File: src/rtl/pulse_sync_rx.sv
// pulse_sync_rx: destination-side receiver for toggle-encoded events crossing into clkdest.
// Each channel is synchronised, strobed on pulse_dest and queued in a saturating pending counter.
module pulse_sync_rx #(
  parameter int CHANNELS    = 4,
  parameter int SYNC_STAGES = 2,
  parameter int CNT_W       = 4,
  parameter int EDGE_MODE   = 0
) (
  input  logic                      clkdest,
  input  logic                      resetb_clkdest,
  input  logic [CHANNELS-1:0]       tog_async,
  output logic [CHANNELS-1:0]       pulse_dest,
  output logic [CHANNELS-1:0]       evt_valid,
  input  logic [CHANNELS-1:0]       evt_ready,
  output logic [CHANNELS*CNT_W-1:0] evt_pending,
  output logic [CHANNELS-1:0]       overflow,
  input  logic [CHANNELS-1:0]       clr_overflow,
  output logic                      armed
);

  localparam int               ARM_W    = $clog2(SYNC_STAGES + 2);
  localparam logic [ARM_W-1:0] ARM_LAST = ARM_W'(SYNC_STAGES);
  localparam logic [ARM_W-1:0] ARM_ONE  = ARM_W'(1'b1);
  localparam logic [CNT_W-1:0] CNT_MAX  = {CNT_W{1'b1}};
  localparam logic [CNT_W-1:0] CNT_ONE  = CNT_W'(1'b1);

  logic [CHANNELS-1:0][SYNC_STAGES-1:0] sync_r;
  logic [CHANNELS-1:0]                  hist_r;
  logic [ARM_W-1:0]                     arm_cnt_r;
  logic                                 armed_r;
  logic [CHANNELS-1:0][CNT_W-1:0]       cnt_r;
  logic [CHANNELS-1:0]                  evt_valid_r;
  logic [CHANNELS-1:0]                  overflow_r;

  logic [CHANNELS-1:0]                  sync_q_s;
  logic [CHANNELS-1:0]                  raw_edge_s;
  logic [CHANNELS-1:0]                  pulse_s;
  logic [CHANNELS-1:0]                  inc_s;
  logic [CHANNELS-1:0]                  dec_s;
  logic [CHANNELS-1:0][CNT_W-1:0]       cnt_nxt_s;
  logic [CHANNELS-1:0]                  ovf_nxt_s;
  logic [CHANNELS-1:0]                  valid_nxt_s;

  // Synchroniser chains and the edge-history flop behind each chain
  always_ff @(posedge clkdest or negedge resetb_clkdest) begin
    if (!resetb_clkdest) begin
      sync_r <= '0;
      hist_r <= '0;
    end else begin
      for (int i = 0; i < CHANNELS; i++) begin
        sync_r[i] <= {sync_r[i][SYNC_STAGES-2:0], tog_async[i]};
      end
      hist_r <= sync_q_s;
    end
  end

  // Post-reset arming: blocks edges caused by input levels present at reset release
  always_ff @(posedge clkdest or negedge resetb_clkdest) begin
    if (!resetb_clkdest) begin
      arm_cnt_r <= '0;
      armed_r   <= 1'b0;
    end else if (!armed_r) begin
      if (arm_cnt_r == ARM_LAST) begin
        armed_r <= 1'b1;
      end else begin
        arm_cnt_r <= arm_cnt_r + ARM_ONE;
      end
    end else begin
      armed_r <= 1'b1;
    end
  end

  // Edge detection on the synchronised level, gated by arming
  always_comb begin
    sync_q_s   = '0;
    raw_edge_s = '0;
    for (int i = 0; i < CHANNELS; i++) begin
      sync_q_s[i] = sync_r[i][SYNC_STAGES-1];
    end
    if (EDGE_MODE == 32'sd0) begin
      raw_edge_s = sync_q_s ^ hist_r;
    end else begin
      raw_edge_s = sync_q_s & ~hist_r;
    end
    pulse_s = raw_edge_s & {CHANNELS{armed_r}};
  end

  // Pending counter next state; simultaneous event and accept cancel out
  always_comb begin
    inc_s       = pulse_s;
    dec_s       = evt_valid_r & evt_ready;
    cnt_nxt_s   = cnt_r;
    ovf_nxt_s   = overflow_r & ~clr_overflow;
    valid_nxt_s = '0;
    for (int i = 0; i < CHANNELS; i++) begin
      case ({inc_s[i], dec_s[i]})
        2'b10: begin
          if (cnt_r[i] == CNT_MAX) begin
            ovf_nxt_s[i] = 1'b1;
          end else begin
            cnt_nxt_s[i] = cnt_r[i] + CNT_ONE;
          end
        end
        2'b01:   cnt_nxt_s[i] = cnt_r[i] - CNT_ONE;
        default: cnt_nxt_s[i] = cnt_r[i];
      endcase
      valid_nxt_s[i] = (cnt_nxt_s[i] != {CNT_W{1'b0}});
    end
  end

  // Pending counters, valid flags and sticky overflow
  always_ff @(posedge clkdest or negedge resetb_clkdest) begin
    if (!resetb_clkdest) begin
      cnt_r       <= '0;
      evt_valid_r <= '0;
      overflow_r  <= '0;
    end else begin
      cnt_r       <= cnt_nxt_s;
      evt_valid_r <= valid_nxt_s;
      overflow_r  <= ovf_nxt_s;
    end
  end

  assign pulse_dest  = pulse_s;
  assign evt_valid   = evt_valid_r;
  assign evt_pending = cnt_r;
  assign overflow    = overflow_r;
  assign armed       = armed_r;

endmodule

File: config.mk
export PLATFORM = sky130hd
export DESIGN_NAME = pulse_sync_rx
export DESIGN_NICKNAME = d
export VERILOG_FILES = /design/src/rtl/pulse_sync_rx.sv
export SDC_FILE = /design/constraint.sdc
export NUM_CORES = 1
export LEC_CHECK = 0
export ABC_AREA = 0
export CAP_MARGIN = 30
export CORE_UTILIZATION = 51
export DETAILED_ROUTE_END_ITERATION = 8
export PLACE_DENSITY = 0.79
export SLEW_MARGIN = 10
export SYNTH_ARGS = -nofsm -noshare
export SYNTH_HDL_FRONTEND = slang
export SYNTH_SLANG_ARGS = --single-unit
File: constraint.sdc
create_clock -name clkdest -period 2.53 [get_ports clkdest]
set_clock_uncertainty 0.1 [all_clocks]
set_input_delay 0.253 -clock clkdest [delete_from_list [all_inputs] [get_ports clkdest]]
set_output_delay 0.253 -clock clkdest [all_outputs]
set_load 0.03 [all_outputs]
==> results of run 1 <==
==> placed cells by master, fill, tap and decap left out, drive strengths merged, types with 2 or more instances in the layout <==
cell type,n
o41ai,2
a221o,3
o21ai,15
and2b,2
xor2,4
nor4b,2
nor3,3
o221ai,3
o31ai,3
and4,2
a21o,2
or3b,3
and2,3
inv,25
a21oi,4
nand2,13
o21ba,2
a31oi,5
dfrtp,39
or4,4
o311ai,3
nor2b,8
o32ai,2
buf,3
nand3b,3
nor2,8
ha,17
mux2i,2
clkbuf,6
nand3,5
clkdlybuf4s50,41
a41oi,2
==> per-stage QoR <==
| stage | hold WS (ps) | std cells | util (%) | instance area, µm² |
|---|---|---|---|---|
| after floorplan | -143 | 207 | - | 2130 |
| after global placement | 234 | 295 | 64.7 | 2590 |
| after detailed placement | 236 | 295 | 64.7 | 2590 |
| after CTS | 251 | 302 | 66.7 | 2670 |
| after global routing | 260 | 302 | 66.7 | 2670 |
| final | 249 | 302 | 66.7 | 2670 |
==> final timing paths <==
| check | from | endpoint | slack (ps) | cells after the start |
|---|---|---|---|---|
| max in group asynchronous | resetb_clkdest | evt_pending[7] | 1320 | 2 |
| worst min register to register | sync_r[0] | sync_q_s[0] | 250 | 0 |
| worst max-delay path | sync_q_s[1] | evt_valid[1] | 170 | 7 |
| min in group asynchronous | resetb_clkdest | evt_valid[2] | 500 | 2 |
| worst min-delay path | sync_r[0] | sync_q_s[0] | 250 | 0 |
| worst max register to register | sync_q_s[1] | evt_valid[1] | 170 | 7 |
==> metal layers <==
metal	GRT usage (%)	part of all wire, %
met5	0	0
met4	5.85	1.5
met3	5.48	4.9
met2	30.6	47
met1	26.0	46
==> final cells by class <==
class / count / area share, %
multi-input combinational: 137 / 38.3
sequential: 39 / 36.6
inverter: 25 / 3.52
tap: 50 / 2.34
clock buffer: 6 / 2.72
timing repair buffer: 45 / 16.5
==> registers in the layout, summed over array words and instances (netlist names) <==
register / count
hist_r: 4
sync_q_s: 4
evt_valid: 4
arm_cnt_r: 2
evt_pending: 16
armed: 1
overflow: 4
sync_r: 4
==> report_power, final <==
group          internal (mW)  total (mW)  switching (mW)  leakage (nW)
clock network          0.183       0.363           0.179        0.0371
registers              0.776        1.05           0.269         0.484
logic                  0.617        1.36           0.738         0.668
total                   1.58        2.76            1.19          1.19
==> cell families (layout without fill, tap and decap cells) <==
group / Yosys count / count (layout) / share of synthesized area [%]
AO/OA/AOI/OAI: 51 / 51 / 17.7
XOR/XNOR: 5 / 5 / 2.05
AND/OR/NAND/NOR: 61 / 61 / 16.8
flip-flops: 39 / 39 / 45.7
buffers and inverters: 31 / 76 / 6.33
adder cells (fa/ha/maj): 17 / 17 / 9.96
multiplexers: 3 / 3 / 1.47
==> critical path, stage by stage, from the launching register on <==
cell	delay (ps)
dfrtp_1	390
xor2_1	130
nand2_1	110
ha_1	410
buf_4	180
nor4b_1	290
o32ai_1	150
or4_1	470
==> run_results.csv, run 1 <==
group,metric,value,unit
timing,worst_pin_slew,806,ps
pwr,power.density,1040,nW/µm²
timing,period_share,93.2,%
place,gp_congestion,0.863,
cts,cts_hold_buffers,1,
cts,h-tree-depth,2,
logic_synthesis,syn_nets,238,
detailed_routing,antenna_left,0,
logic_synthesis,postSynthCellCount,207,
grt,grt_pass1_wl,6470,µm
timing,setup-tns-final,0,ps
die,num_io_pins,43,
critical_path,cp_max_fo,8,
final_layout,multi_input_area,1020,µm²
logic_synthesis,synth_common_cells,"dfrtp_1, inv_1, ha_1",
logic_synthesis,synth_area,2130,µm²
grt,grt_max_degree,40,
logic_synthesis,synth.most_common_cell,"dfrtp_1",
grt,grt_overflow,0,
run_status,status,"finished clean",
die,num_rows,23,
pwr,ir_worst_vdd,574,µV
logic_synthesis,synth_warnings,0,
place,hpwl,3000,µm
cts,tritoncts,"done",
timing,final-hold-violation-count,0,
logic_synthesis,yosys.area.top_type,"dfrtp_1",
cts,cts-buffers-inserted,5,
grt,grt_pass1_vias,1446,
final_layout,drive_above_1_share,7.94,%
critical_path,cp-end-kind,"flip-flop",
cts,ctsLongestPathBuffers,2,
cts,cts_resized,0,
pwr,total_power,2.76,mW
logic_synthesis,syn_area_per_cell,10.3,µm²
critical_path,critPathRequiredTime,2580,ps
pwr,p_leak,1.19,nW
timing,min_period,2360,ps
timing,slew_headroom,46.3,%
timing,setup_violations,0,
critical_path,critical_path_class,"reg -> reg",
die,chipWidth,66.7,µm
final_layout,num_antenna_cells,0,
logic_synthesis,synth_ff_type,"dfrtp_1",
run,maxCapViolations,0,
detailed_routing,first_pass_iters,6,
logic_synthesis,ys_ff_latch,39,
cts,clk_pin_slew_worst_paths,60,ps
cts,cts_setup_buffers,0,
cts,cts.sinks,39,
grt,antenna_found_initial,0,
place,portBuffers,42,
timing,rsz0062_at_grt,"false",
timing,layout_setup_ws,172,ps
logic_synthesis,ys_seq_area_share,45.7,%
final_layout,seq_area,976,µm²
cts,clk_latency,280,ps
final_layout,n_fill_cell,346,
logic_synthesis,synth_edf_count,0,
die,initial_core_util,53.4,%
detailed_routing,vias_per_cell,5.58,
logic_synthesis,synth.area.top_cells,"dfrtp_1, ha_1, inv_1, o21ai_0, nor2b_1",
critical_path,critical_path_arrival,2400,ps
final_layout,area_delta_synth_final,25.0,%
logic_synthesis,synth_top_cell_area_share,45.7,%
die,dieArea,4450,µm²
worst_hold_path,min_path_type,"reg -> reg",
detailed_routing,avgRoutedWirePerCell,13.0,µm
logic_synthesis,synth_async_sr_flop_share,100,%
die,chipHeight,66.7,µm
cts,cts-root-buf,"clkbuf_8",
timing,fmax,424,MHz
detailed_routing,drt_iter0_markers,149,
logic_synthesis,synth.distinct_cells,44,
die,core,4000,µm²
grt,grt_use_total,19.5,%
place,pre_cts_ws,33.9,ps
detailed_routing,vias,1684,
timing,maxSlewViolCount,0,
detailed_routing,wirelength,3930,µm
final_layout,final_net_count,284,
detailed_routing,drc,0,
critical_path,start_kind,"flip-flop",
Power figures use the tool's default switching activity.
==> run 2: changes to the inputs <==
==> constraint.sdc (replaced) <==
create_clock -name clkdest -period 2.37 [get_ports clkdest]
set_clock_uncertainty 0.1 [all_clocks]
set_input_delay 0.237 -clock clkdest [delete_from_list [all_inputs] [get_ports clkdest]]
set_output_delay 0.237 -clock clkdest [all_outputs]
set_load 0.03 [all_outputs]
==> run 2 against run 1 <==
Compared with the run above: first-iteration DRC count down 2.7%; via count is 4.0% higher; cell count increased by 4.0%; highest routed layer unchanged.
==> run_results.csv, run 2 (same netlist as run 1, synthesis figures left out) <==
group,metric,value,unit
die,dieArea,4450,µm²
cts,cts-buffers-inserted,5,
detailed_routing,drt_iter0_markers,145,
worst_hold_path,whs_endpoint,"sync_q_s[2]",
timing,final-hold-violation-count,0,
detailed_routing,first_pass_iters,4,
critical_path,cp_max_fo,8,
pwr,power.density,1140,nW/µm²
grt,grt_overflow,0,
critical_path,cp-end-kind,"flip-flop",
critical_path,cp_slowest_cell,"or4_1",
pwr,p_leak,1.26,nW
timing,setup_violations,0,
grt,grt_max_degree,40,
timing,hold-worst-slack,243,ps
detailed_routing,wirelength,4210,µm
final_layout,fin_util,69.8,%
detailed_routing,drc,0,
place,portBuffers,42,
die,initial_core_util,53.4,%
grt,grt_pass1_vias,1604,
critical_path,crit_path_max_incr_delay,550,ps
cts,tritoncts,"done",
die,num_io_pins,43,
timing,maxSlewViolCount,0,
die,chipHeight,66.7,µm
cts,cts-root-buf,"clkbuf_8",
place,gp_congestion,0.856,
run_status,status,"finished clean",
detailed_routing,antenna_left,0,
final_layout,seq_area,976,µm²
final_layout,drive_above_1_share,12.9,%
detailed_routing,avgRoutedWirePerCell,13.4,µm
critical_path,r2r_start,"sync_q_s[2]",
detailed_routing,vias,1751,
final_layout,mostFrequentLayoutCell,"clkdlybuf4s50_1",
critical_path,critical_path_class,"reg -> reg",
final_layout,multi_input_area,1050,µm²
detailed_routing,vias_per_cell,5.58,
worst_hold_path,min_path_type,"reg -> reg",
grt,antenna_found_initial,0,
cts,clk_latency,280,ps
critical_path,r2r_setup_slack,60,ps
timing,min_period,2310,ps
timing,setup-tns-final,0,ps
pwr,total_power,3.18,mW
final_layout,n_fill_cell,325,
critical_path,cpMostUsedCell,"nand2_1",
pwr,ir_worst_vdd,624,µV
place,place_inst,305,
timing,worst_pin_slew,812,ps
grt,grt_pass1_wl,6950,µm
timing,period_share,97.5,%
worst_hold_path,hold_path_depth,0,
final_layout,num_antenna_cells,0,
cts,cts.sinks,39,
die,core,4000,µm²
critical_path,r2r-end,"evt_valid[2]",
final_layout,area_delta_synth_final,30.9,%
final_layout,largest_reg_flops,16,
final_layout,instances_no_fill,314,
worst_hold_path,hold_start,"sync_r[4]",
timing,slew_headroom,45.8,%
final_layout,final_net_count,294,
grt,grt_use_total,20.5,%
die,num_rows,23,
run,maxCapViolations,0,
timing,fmax,433,MHz
critical_path,start_kind,"flip-flop",
cts,clk_pin_slew_worst_paths,70,ps
cts,ctsLongestPathBuffers,2,
place,hpwl,3090,µm
cts,h-tree-depth,2,
critical_path,path_cells,"xor2_1, nand2_1, ha_1, buf_4, a41o_1, nand2_1, o21ai_0, or4_1",
cts,cts_setup_buffers,0,
critical_path,rr_worst_depth,8,
final_layout,final_cell_mix,"clkdlybuf4s50_1, dfrtp_1, inv_1, ha_1, o21ai_0",
die,chipWidth,66.7,µm
critical_path,critPathRequiredTime,2420,ps
critical_path,critical_path_arrival,2360,ps
run 2: cell count changes in the layout (fill, tap and decap cells not counted), sizes merged:
cell / delta
buf: +10
clkbuf: +2
run 2: through the flow:
stage          setup WS, ps  cell area (µm²)
6_report               59.9             2790
5_1_grt               -53.5             2790
4_1_cts                74.1             2770
3_5_place_dp          -38.1             2660
3_3_place_gp           4.24             2660
2_1_floorplan          24.6             2130
run 2: how the worst max path moves through the flow:
| stage | from | slack, ps | to | cells after the start |
|---|---|---|---|---|
| floorplan | armed | 20 | evt_valid[2] | 7 |
| global route | sync_q_s[2] | -50 | evt_valid[2] | 8 |
| finish | sync_q_s[2] | 60 | evt_valid[2] | 8 |
| CTS | sync_q_s[2] | 70 | evt_valid[2] | 7 |
| global placement | evt_ready[1] | 4 | evt_valid[1] | 7 |
| detailed placement | evt_ready[1] | -40 | evt_valid[1] | 7 |
run 2: routing by layer:
metal / routed length [µm] / part of all wire (%) / track usage (%)
met5: 0 / 0 / 0
met4: 80 / 1.9 / 8.24
met3: 178 / 4.2 / 4.79
met2: 2040 / 49 / 33.7
met1: 1900 / 45 / 25.7
run 2: critical path, delay by kind of cell (launching register included):
family / cells / cell delay, ps
simple gates: 3 / 710
fa+ha+maj: 1 / 320
buf+inv: 1 / 170
compound gates: 2 / 350
flops: 1 / 390
xor+xnor: 1 / 130
run 2: power breakdown:
group / internal (mW) / total, mW / switching, mW
registers: 0.829 / 1.04 / 0.212
clock network: 0.265 / 0.480 / 0.214
logic: 0.754 / 1.66 / 0.907
total: 1.85 / 3.18 / 1.33
run 2: final cells by class:
class	instances	area share (%)
Tap cell	50	2.24
Sequential cell	39	34.9
Inverter	25	3.36
Multi-Input combinational cell	137	37.4
Clock buffer	8	3.58
Timing Repair Buffer	55	18.5
run 2: timing repair:
item,CTS,global route
setup endpoints to repair,0,2
hold endpoints to repair,39,0
gates resized for setup,0,4
hold buffers,1,0
==> run 3: changes to the inputs <==
--- a/config.mk
+++ b/config.mk
@@ -6,9 +6,11 @@
 export NUM_CORES = 1
 export LEC_CHECK = 0
 export ABC_AREA = 0
-export CAP_MARGIN = 30
+export ABC_CLOCK_PERIOD_IN_PS = 2370
+export CAP_MARGIN = 15
 export CORE_UTILIZATION = 51
 export DETAILED_ROUTE_END_ITERATION = 8
+export MAX_ROUTING_LAYER = met4
 export PLACE_DENSITY = 0.79
 export SLEW_MARGIN = 10
 export SYNTH_ARGS = -nofsm -noshare
==> run 3 against run 2 <==
Compared with the run above: register-to-register slack is essentially flat; total power is essentially flat; die area is the same; sequential power is essentially flat; maximum frequency shrank 0.26%; critical path depth is the same.
==> run_results.csv, run 3 (same netlist as run 1, synthesis figures left out) <==
group,metric,value,unit
final_layout,num_antenna_cells,0,
die,num_rows,23,
critical_path,critPathRequiredTime,2420,ps
timing,maxSlewViolCount,0,
cts,cts.sinks,39,
grt,grt_max_degree,40,
detailed_routing,drc,0,
timing,setup-tns-final,0,ps
grt,grt_pass1_vias,1609,
place,hpwl,3090,µm
detailed_routing,antenna_left,0,
die,chipWidth,66.7,µm
cts,cts_setup_buffers,0,
detailed_routing,drt_iter0_markers,152,
final_layout,mostFrequentLayoutCell,"clkdlybuf4s50_1",
critical_path,path_cells,"xor2_1, nand2_1, ha_1, buf_4, a41o_1, nand2_1, o21ai_0, or4_1",
grt,grt_overflow,0,
grt,antenna_found_initial,0,
critical_path,crit_path_max_incr_delay,550,ps
timing,min_period,2320,ps
die,dieArea,4450,µm²
cts,ctsLongestPathBuffers,2,
die,num_io_pins,43,
run_status,status,"finished clean",
die,initial_core_util,53.4,%
detailed_routing,first_pass_iters,4,
cts,cts-root-buf,"clkbuf_8",
pwr,p_leak,1.26,nW
timing,period_share,97.7,%
timing,slew_headroom,45.7,%
cts,cts-buffers-inserted,5,
timing,final-hold-violation-count,0,
worst_hold_path,min_path_type,"reg -> reg",
timing,layout_setup_ws,53.9,ps
critical_path,critical_path_arrival,2370,ps
timing,hold-worst-slack,242,ps
final_layout,largest_reg_flops,16,
detailed_routing,vias,1735,
critical_path,start_kind,"flip-flop",
place,postPlaceCellArea,2660,µm²
pwr,ir_worst_vdd,623,µV
detailed_routing,wirelength,4240,µm
final_layout,final_cell_mix,"clkdlybuf4s50_1, dfrtp_1, inv_1, ha_1, o21ai_0",
place,place_inst,305,
place,gp_congestion,0.870,
detailed_routing,avgRoutedWirePerCell,13.5,µm
grt,grt_pass1_wl,6960,µm
pwr,power.density,1140,nW/µm²
critical_path,cp_slowest_cell,"or4_1",
detailed_routing,vias_per_cell,5.53,
cts,tritoncts,"done",
final_layout,instances_no_fill,314,
run,maxCapViolations,0,
die,chipHeight,66.7,µm
final_layout,drive_above_1_share,12.9,%
critical_path,cpMostUsedCell,"nand2_1",
critical_path,critical_path_class,"reg -> reg",
grt,grt_use_total,21.1,%
final_layout,final_net_count,294,
timing,worst_pin_slew,815,ps
cts,clk_pin_slew_worst_paths,70,ps
critical_path,cp-end-kind,"flip-flop",
timing,setup_violations,0,
critical_path,cp_max_fo,8,
timing,fmax,432,MHz
die,core,4000,µm²
final_layout,area_delta_synth_final,30.9,%
cts,clk_latency,280,ps
cts,h-tree-depth,2,
place,portBuffers,42,
final_layout,final_cell_area,2790,µm²
place,pre_cts_ws,-38.1,ps
-- run 3: cell counts in the layout (fill, tap and decap cells not counted) --
No cell type changed its count.
-- run 3: final timing paths --
| kind | endpoint | slack, ps | start | depth (start not counted) |
|---|---|---|---|---|
| worst max register to register | evt_valid[2] | 50 | sync_q_s[2] | 8 |
| worst min-delay path | sync_q_s[2] | 240 | sync_r[4] | 0 |
| max in group asynchronous | evt_pending[1] | 1170 | resetb_clkdest | 2 |
| worst max-delay path | evt_valid[2] | 50 | sync_q_s[2] | 8 |
| worst min register to register | sync_q_s[2] | 240 | sync_r[4] | 0 |
| min in group asynchronous | evt_pending[10] | 480 | resetb_clkdest | 2 |
-- run 3: metrics by stage --
step / util [%] / power [mW]
after detailed placement: 66.5 / 2.67
after CTS: 69.3 / 3.16
after global routing: 69.8 / 3.41
after global placement: 66.5 / 2.64
after floorplan: - / 2.05
final: 69.8 / 3.18
-- run 3: power by group --
| group | switching (mW) | internal (mW) |
|---|---|---|
| clock | 0.215 | 0.265 |
| sequential | 0.212 | 0.829 |
| combinational | 0.909 | 0.754 |
-- run 3: cell type report --
cell class	instances	area, µm²
sequential	39	976
multi-input combinational	137	1050
clock buffer	8	100
inverter	25	93.8
timing repair buffer	55	515
tap	50	62.6
fill	325	1210
-- run 3: repair_timing --
item                                    CTS  global route
resized for setup                         0             4
hold buffers                              1             0
hold endpoints to repair                 39             0
endpoints found under the setup margin    0             2
-- run 3: routing by layer --
layer,up-vias,wire [µm],track usage (%)
li1,859,-,-
met1,817,1920,25.9
met2,51,2060,33.7
met3,8,193,4.79
met4,0,62,8.24
met5,-,0,-
-- run 3: worst max-delay path, delay by kind of cell (launching register included) --
| family | cells | cell delay [ps] |
|---|---|---|
| xor gates and xnor gates | 1 | 130 |
| adders and majority gates | 1 | 320 |
| buffers and inverters | 1 | 170 |
| and+or+nand+nor | 3 | 710 |
| AOI/OAI and AO/OA | 2 | 350 |
| DFF | 1 | 390 |
